[config.mk]
export PLATFORM = sky130hd
export DESIGN_NAME = pbit_update_flat
export DESIGN_NICKNAME = d
export VERILOG_FILES = /design/src/rtl/pbit_pkg.sv /design/src/rtl/pbit_update_if.sv /design/src/rtl/pbit_tanh_lut.sv /design/src/rtl/pbit_update.sv /design/src/flat_wrapper.sv
export SDC_FILE = /design/constraint.sdc
export NUM_CORES = 1
export LEC_CHECK = 0
export ABC_AREA = 1
export BUFFER_PORTS_ARGS = -buffer_cell sky130_fd_sc_hd__buf_2
export CAP_MARGIN = 10
export CORE_ASPECT_RATIO = 0.7
export CORE_MARGIN = 2
export CORE_UTILIZATION = 50
export CTS_BUF_LIST = sky130_fd_sc_hd__clkbuf_8 sky130_fd_sc_hd__clkbuf_16
export CTS_CLUSTER_SIZE = 30
export DETAILED_ROUTE_END_ITERATION = 8
export GPL_TIMING_DRIVEN = 0
export PLACE_DENSITY = 0.75
export SKIP_CTS_REPAIR_TIMING = 1
export SYNTH_ARGS = -nofsm -noshare
export SYNTH_HDL_FRONTEND = slang
export SYNTH_SLANG_ARGS = --single-unit
[constraint.sdc]
create_clock -name clk -period 5.85 [get_ports clk]
set_clock_uncertainty 0.2 [all_clocks]
set_input_delay 0.585 -clock clk [delete_from_list [all_inputs] [get_ports clk]]
set_output_delay 0.585 -clock clk [all_outputs]
set_load 0.05 [all_outputs]
[src/rtl/pbit_pkg.sv]
// Shared definitions for the p-bit update stage.
// Spin encoding, tanh scale and RNG offset helpers.
package pbit_pkg;

  localparam logic SPIN_POS = 1'b1;
  localparam logic SPIN_NEG = 1'b0;
  localparam int   TANH_MAX = 127;

  // Unsigned RNG word recentred around zero.
  function automatic int rng_offset(int r, int w);
    return r - (1 << (w - 1));
  endfunction

  // round(TANH_MAX * tanh(m / 2^shift)) for m >= 0.
  function automatic int tanh_q_calc(int m, int shift);
    real x;
    real e;
    x = 2.0 * real'(m) / real'(1 << shift);
    if (x > 20.0) return TANH_MAX;
    e = $exp(x);
    return int'(real'(TANH_MAX) * (e - 1.0) / (e + 1.0));
  endfunction

endpackage

[src/rtl/pbit_update_if.sv]
// Handshake bundle between the p-bit stage and its neighbours.
// Macro PBIT_FLIP_CNT_EN adds the flip counter signal.
interface pbit_update_if #(
  parameter int I_WIDTH    = 8,
  parameter int RAND_WIDTH = 8
);

  logic                         in_valid;
  logic                         in_ready;
  logic signed [I_WIDTH-1:0]    i_cur;
  logic        [RAND_WIDTH-1:0] rand_in;
  logic                         out_valid;
  logic                         out_ready;
  logic                         spin;
  logic                         spin_state;
`ifdef PBIT_FLIP_CNT_EN
  logic [15:0]                  flip_cnt;
`endif

  modport slave (
    input  in_valid, i_cur, rand_in, out_ready,
    output in_ready, out_valid, spin, spin_state
`ifdef PBIT_FLIP_CNT_EN
    , output flip_cnt
`endif
  );

  modport master (
    output in_valid, i_cur, rand_in, out_ready,
    input  in_ready, out_valid, spin, spin_state
`ifdef PBIT_FLIP_CNT_EN
    , input flip_cnt
`endif
  );

endinterface

[src/rtl/pbit_tanh_lut.sv]
// Combinational quantised tanh lookup.
// Table holds magnitudes only; sign applied after lookup.
module pbit_tanh_lut
  import pbit_pkg::*;
#(
  parameter int I_WIDTH    = 8,
  parameter int TANH_SHIFT = 5
) (
  input  logic signed [I_WIDTH-1:0] x,
  output logic signed [7:0]         y
);

  localparam int N = 1 << (I_WIDTH - 1);

  logic [6:0]           mag_tbl [N];
  logic [I_WIDTH-2:0]   mag;
  logic signed [7:0]    pos;

  for (genvar g = 0; g < N; g++) begin : g_tbl
    assign mag_tbl[g] = 7'(tanh_q_calc(g, TANH_SHIFT));
  end

  // Input is pre-clamped, so -x always fits.
  assign mag = x[I_WIDTH-1] ? (I_WIDTH-1)'(-x)
                            : (I_WIDTH-1)'(x);
  assign pos = signed'({1'b0, mag_tbl[mag]});
  assign y   = x[I_WIDTH-1] ? -pos : pos;

endmodule

[src/rtl/pbit_update.sv]
// Two-stage p-bit update: clamp/sample, then tanh compare.
// Macro PBIT_FLIP_CNT_EN adds a saturating flip counter.
module pbit_update
  import pbit_pkg::*;
#(
  parameter int I_WIDTH    = 8,
  parameter int RAND_WIDTH = 8,
  parameter int TANH_SHIFT = 5
) (
  input logic           clk,
  input logic           rst_n,
  pbit_update_if.slave  bus
);

  localparam int CW = (RAND_WIDTH > 8 ? RAND_WIDTH : 8) + 1;
  localparam logic signed [I_WIDTH-1:0] I_MAX =
    I_WIDTH'((1 << (I_WIDTH - 1)) - 1);
  localparam logic signed [I_WIDTH-1:0] I_LO = -I_MAX;

  logic                         s1_valid;
  logic signed [I_WIDTH-1:0]    i_s1;
  logic signed [RAND_WIDTH-1:0] r_s1;
  logic                         out_valid;
  logic                         spin;
  logic                         spin_state;
  logic                         adv2;
  logic                         in_ready;
  logic                         acc;
  logic                         xfer;
  logic signed [I_WIDTH-1:0]    i_clamp;
  logic signed [RAND_WIDTH-1:0] r_in_s;
  logic signed [7:0]            tanh_q;
  logic                         cmp;

  assign adv2     = !out_valid || bus.out_ready;
  assign in_ready = !s1_valid || adv2;
  assign acc      = bus.in_valid && in_ready;
  assign xfer     = out_valid && bus.out_ready;

  assign i_clamp = (bus.i_cur < I_LO) ? I_LO : bus.i_cur;
  assign r_in_s  = RAND_WIDTH'(
    rng_offset(int'(bus.rand_in), RAND_WIDTH));

  pbit_tanh_lut #(
    .I_WIDTH    (I_WIDTH),
    .TANH_SHIFT (TANH_SHIFT)
  ) u_lut (
    .x (i_s1),
    .y (tanh_q)
  );

  assign cmp = CW'(tanh_q) > CW'(r_s1);

  // Stage 1: capture clamped current and recentred random word.
  always_ff @(posedge clk or negedge rst_n) begin
    if (!rst_n) begin
      s1_valid <= 1'b0;
      i_s1     <= '0;
      r_s1     <= '0;
    end else begin
      if (in_ready) s1_valid <= bus.in_valid;
      if (acc) begin
        i_s1 <= i_clamp;
        r_s1 <= r_in_s;
      end
    end
  end

  // Stage 2: register the compare result as the presented spin.
  always_ff @(posedge clk or negedge rst_n) begin
    if (!rst_n) begin
      out_valid <= 1'b0;
      spin      <= SPIN_NEG;
    end else if (adv2) begin
      out_valid <= s1_valid;
      if (s1_valid) spin <= cmp ? SPIN_POS : SPIN_NEG;
    end
  end

  // Persistent state follows each consumed spin.
  always_ff @(posedge clk or negedge rst_n) begin
    if (!rst_n) spin_state <= SPIN_NEG;
    else if (xfer) spin_state <= spin;
  end

`ifdef PBIT_FLIP_CNT_EN
  logic [15:0] flip_cnt;

  // Count consumed spins that differ from the held state.
  always_ff @(posedge clk or negedge rst_n) begin
    if (!rst_n) flip_cnt <= '0;
    else if (xfer && spin != spin_state && flip_cnt != '1)
      flip_cnt <= flip_cnt + 16'd1;
  end

  assign bus.flip_cnt = flip_cnt;
`endif

  assign bus.in_ready   = in_ready;
  assign bus.out_valid  = out_valid;
  assign bus.spin       = spin;
  assign bus.spin_state = spin_state;

endmodule

[src/flat_wrapper.sv]
// flat-port wrapper written by rule: the top's interface ports become plain ports
module pbit_update_flat import pbit_pkg::*;
#(
  parameter int I_WIDTH    = 8,
  parameter int RAND_WIDTH = 8,
  parameter int TANH_SHIFT = 5
)
  (clk, rst_n, bus_in_valid, bus_i_cur, bus_rand_in, bus_out_ready, bus_in_ready, bus_out_valid, bus_spin, bus_spin_state);
  pbit_update_if #(.I_WIDTH(I_WIDTH), .RAND_WIDTH(RAND_WIDTH)) bus_i ();
  input logic clk;
  input logic rst_n;
  input wire logic [$bits(bus_i.in_valid)-1:0] bus_in_valid;
  input wire logic [$bits(bus_i.i_cur)-1:0] bus_i_cur;
  input wire logic [$bits(bus_i.rand_in)-1:0] bus_rand_in;
  input wire logic [$bits(bus_i.out_ready)-1:0] bus_out_ready;
  output wire logic [$bits(bus_i.in_ready)-1:0] bus_in_ready;
  output wire logic [$bits(bus_i.out_valid)-1:0] bus_out_valid;
  output wire logic [$bits(bus_i.spin)-1:0] bus_spin;
  output wire logic [$bits(bus_i.spin_state)-1:0] bus_spin_state;
  assign bus_i.in_valid = bus_in_valid;
  assign bus_i.i_cur = bus_i_cur;
  assign bus_i.rand_in = bus_rand_in;
  assign bus_i.out_ready = bus_out_ready;
  assign bus_in_ready = bus_i.in_ready;
  assign bus_out_valid = bus_i.out_valid;
  assign bus_spin = bus_i.spin;
  assign bus_spin_state = bus_i.spin_state;
  pbit_update #(.I_WIDTH(I_WIDTH), .RAND_WIDTH(RAND_WIDTH), .TANH_SHIFT(TANH_SHIFT)) u_core (.clk(clk), .rst_n(rst_n), .bus(bus_i));
endmodule
---- After elaboration in Yosys (flattened, before gate mapping) ----
Memory sizes are Yosys's and may differ from the RTL's.
Index checks and enable logic that the tools add are counted.
word-level totals
  input port bits ......................... 20
  logic and storage cells ................. 27
  bits in registers ....................... 20
  memories kept ........................... 1
  memory bits (read-only) ................. 896
operators by class
  reductions and logical operators ........ 7
  multiplexer cells ....................... 6
  bitwise gates (word level) .............. 1
  magnitude comparators ................... 3
  add/subtract/negate cells ............... 3
memory list
  memory           depth  width  read ports  clocked after memory_dff  write ports  line                 text
  (no name shown)  128    7      1           0                         0            pbit_tanh_lut.sv:26  assign pos = signed'({1'b0, mag_tbl[mag]});
operators with widths
  kind                                                       number
  two-way mux 7 bit                                          3
  two-way mux 8 bit                                          2
  greater-or-equal comparator 8 bit (second input constant)  1
  > comparator 8 bit                                         1
  < comparator 8 bit (second input constant)                 1
  negator 7 -> 8 bit                                         1
  inverter 7 -> 8 bit                                        1
  subtractor 8 bit (second input constant)                   1
  negator 7 bit                                              1
  logical AND 1 bit                                          2
  zero test 1 bit                                            2
  logical OR 1 bit                                           2
  AND reduction 2 bit                                        1
  two-way mux 1 bit                                          1

---- Longest topological paths before layout ----
  word-level depth ........................ 10
  depth in mapped cells ................... 31
  mapped depth without buffers ............ 31

---- By module ----
From an unflattened synthesis, not the netlist that was laid out.
unflattened totals
  cell total of the unflattened synthesis .. 353
  area, all modules ....................... 2243.4 um^2
by module, submodules not included
  module         cells an instance  instances  seq. area each (um^2)  area each (um^2)
  pbit_tanh_lut  232                1          0.0                    1172.4
  pbit_update    121                1          500.5                  1071.0

---- Least setup slack after synthesis ----
No wires, ideal clock.
  path type ............................... register -> register
  start point ............................. register u_core.i_s1[0]
  end point ............................... register u_core.spin, in the netlist u_core.bus.spin
  data arrival time ....................... 3.359 ns
  setup slack ............................. 2.172 ns
  clock period less this slack ............ 3.678 ns
  path buffers ............................ 0
  cell stages (with the launch flop) ...... 30
  cell sequence ........................... dfrtp_1 -> inv_1 -> ha_1 -> nand2_1 -> nand2_2 -> inv_1 -> ha_1 -> inv_1 -> nand2_1 -> nand2_1 -> nand2_1 -> nand2_1 -> nand2_1 -> clkinv_1 -> nor2_1 -> nand2_1 -> nand2_1 -> inv_1 -> ha_1 -> nor2_1 -> xnor2_1 -> ha_1 -> nand2_1 -> inv_1 -> a221oi_1 -> nor2_1 -> o21ai_0 -> nand2_1 -> a31oi_1 -> nor2_1
between the ends
  longest elaborated chain between the ends .. 10
RTL lines
  item                                                     line                 text
  start, declared                                          pbit_update.sv:21    logic signed [I_WIDTH-1:0] i_s1;
  start signal, assigned                                   pbit_update.sv:63    i_s1 <= i_clamp;
  negator 7 bit                                            pbit_tanh_lut.sv:24  assign mag = x[I_WIDTH-1] ? (I_WIDTH-1)'(-x)
  two-way mux 7 bit *                                      pbit_tanh_lut.sv:24
  inverter 7 -> 8 bit (not written as such) *              pbit_tanh_lut.sv:26
  memory read (128 x 7 bit) *                              -
  two-way mux 7 bit (not written as such) * (2 in series)  pbit_tanh_lut.sv:26
  negator 7 -> 8 bit                                       pbit_tanh_lut.sv:27  assign y = x[I_WIDTH-1] ? -pos : pos;
  two-way mux 8 bit *                                      pbit_tanh_lut.sv:27
  > comparator 8 bit *                                     pbit_update.sv:52    assign cmp = CW'(tanh_q) > CW'(r_s1);
  two-way mux 1 bit *                                      pbit_update.sv:76    if (s1_valid) spin <= cmp ? SPIN_POS : SPIN_NEG;
  end signal, assigned                                     pbit_update.sv:76
  end, declared                                            pbit_update.sv:24    logic spin;
Mark *: on every way between the ends. The rest lies on a longest branch, timed or not. The select of a mux whose other input is x is not followed.
A chain may end at the register's enable or synchronous reset.

---- Final worst setup path ----
Ends and elaborated chain as after synthesis.

==> results.toml <==
[status]
run_status = "completed"

[global_routing]
grt_pass1_vias = 1939
grt_pass1_wl_mm = 8.811
grt-ovfl-total = 0
grt_antenna_before_repair = 0
track_usage_pct = 23.37
grt_start_max_net_pins = 21

[yosys]
yosysSeqAreaShare_pct = 23.70
avgSynthCellArea_um2 = 6.342
ys_ff_latch = 20
synth.net_count = 370
ys_warn_count = 0
synthArstFlopShare_pct = 100.0
synthFlopType = "dfrtp_1"
synth_common_cells = "104 x nand2_1, 50 x nand3_1, 45 x inv_1"
synth_edf_count = 0
ys_top_cells_by_area = "dfrtp_1 24%, nand2_1 18%, nand3_1 12%"
synth.most_common_cell = "nand2_1"
yosysTopAreaCell = "dfrtp_1"
synthCells = 333
netlist_area_um2 = 2112
ys_types = 30
synth_top_area_share_pct = 23.70

[flow_run]
cap_violations = 0

[die]
start_util_pct = 52.88
coreArea_um2 = 3994
rows = 19
dieWidth_um = 81.68
ios = 24
dieArea_um2 = 4768
die_h_um = 58.38

[layout]
syn_to_final_growth_pct = 11.91
num_antenna_cells = 0
nets = 398
num-fill-cells = 392
final_layout_size_suffix_gt1_share_pct = 15.56

[worst_setup_path]
path_common_cell = "nand2_1"
startpoint = "u_core.i_s1[0]"
worstPathRequired_ps = 5810
critPathLaunchType = "flip-flop"
crit_type = "reg2reg"
rr_worst_depth = 27
crit_path_end = "u_core.bus.spin"
timing.rr.end = "u_core.bus.spin"
r2r_start = "u_core.i_s1[0]"
critical-path-slowest-cell = "dfrtp_1"
endpoint_kind = "flip-flop"
critical_path_buf_inv_count = 5
crit_path_max_fanout = 8
reg2reg_setup_slack_ps = 1500
critPathMaxStageDelay_ps = 430
cp.depth = 27
cp_top_family = "simple AND/OR/NAND/NOR gates"
arrival_ps = 4310

[sta]
fin_crit_sh_pct = 74.40
max_freq_mhz = 229.8
tns_ps = 0
finalHoldViolations = 0
relSlewSlack_pct = 70.36
tightestPinTransition_ps = 444.7
whs_ps = 54.98
setup_viol = 0
finalMaxSlewViolations = 0
fin_crit_ps = 4352
rsz0062_at_grt = "no"

[place]
io_buffer_count = 23
place_congestion = 0.9257
hpwl_mm = 3.983

[clock_tree]
cts-root-buf = "clkbuf_8"
htreeDepth = 1
insertion_delay_ps = 260
tritoncts = "yes"
clkSinkCount = 20
clockBufferDepth = 2
cts_buffers = 3
clkSlewWorstSetupHoldPaths_ps = 80

[drt]
drtAntennaViolNets = 0
drc = 0
dr.pass1.iters = 4
routedWlPerCell_um = 11.92
initialDrtViolationCount = 209
vias = 2193
wl_mm = 4.911
vias_per_cell = 5.323

[power]
vdd_ir_drop_max_mv = 0.1728
power_leakage_nw = 1.315
power_density_nw_per_um2 = 397.0

[hold_path]
min_path_type = "in2async"
## sequential cells by signal (all words and copies together), names as in the netlist
signal,flops
u_core.s1_valid,1
u_core.bus.spin_state,1
u_core.r_s1,8
u_core.i_s1,8
u_core.bus.spin,1
u_core.bus.out_valid,1
## layout make-up
class	instances	area, um^2	share of cell area (%)
Buffer	7	56.30	2.382
Timing Repair Buffer	23	115.1	4.870
Tap cell	52	65.06	2.753
Clock buffer	3	41.29	1.747
Inverter	51	191.4	8.100
Multi-Input combinational cell	255	1364	57.70
Sequential cell	20	500.5	21.18
Clock inverter	1	30.03	1.271
## power by group
part / total, mW / switching, mW / internal (mW) / leakage (nW)
combinational: 0.618 / 0.403 / 0.215 / 1.04
clock: 0.140 / 0.0489 / 0.0914 / 0.0357
sequential: 0.180 / 0.0178 / 0.162 / 0.242
total: 0.938 / 0.470 / 0.468 / 1.32
## cell usage in the layout, fill, tap and decap left out, types with 6 or more instances in the layout
cell type  count
o21ai_1        6
nor2_1        17
nand2_2        6
ha_1          17
nand2_1      104
buf_2         23
inv_1         45
nand3_1       50
o21ai_0       22
dfrtp_1       20
## how the worst min path moves through the flow
| stage | start | end | slack [ps] |
|---|---|---|---|
| 2_1_floorplan | rst_n | u_core.bus.out_valid | 90 |
| 3_3_place_gp | u_core.s1_valid | u_core.bus.out_valid | 270 |
| 3_5_place_dp | u_core.r_s1[7] | u_core.r_s1[7] | 290 |
| 4_1_cts | rst_n | u_core.bus.out_valid | 70 |
| 5_1_grt | rst_n | u_core.bus.out_valid | 80 |
| 6_report | rst_n | u_core.bus.out_valid | 50 |
## worst register-to-register path: cells and delay by family (launching register included)
family,cells,cell delay (ps)
flip-flops,1,430
AND/OR/NAND/NOR,14,1220
AO/OA/AOI/OAI,3,590
buffers and inverters,5,650
XOR/XNOR,1,140
adder cells (fa/ha/maj),4,1000
## routing by layer
layer	share of wire (%)	vias up	global-route usage, %
met5	0	-	0
met1	52	1006	36.76
met3	6.6	4	3.681
li1	-	1125	-
met4	0.45	0	2.143
met2	41	58	35.13
## cells by family (layout without fill, tap and decap cells)
| logic type | Yosys count | count (layout) | share of synthesized area [%] |
|---|---|---|---|
| AO/OA/AOI/OAI | 42 | 42 | 11.49 |
| XOR/XNOR | 1 | 1 | 0.4148 |
| adder cells (fa/ha/maj) | 17 | 17 | 10.07 |
| buffers and inverters | 58 | 85 | 11.73 |
| flip-flops | 20 | 20 | 23.70 |
| AND/OR/NAND/NOR | 195 | 195 | 42.60 |
## through the flow
stage	worst slack (ps)	std cells	instance area (um^2)	power, mW	util, %
final	1498	412	2364	0.9384	59.18
after global routing	1074	412	2364	1.039	59.18
after CTS	1503	412	2364	0.9361	59.18
after detailed placement	1515	408	2292	0.7928	57.39
after global placement	1529	408	2292	0.7854	57.39
after floorplan	2172	333	2112	0.6674	-
(Power assumes the default switching activity.)
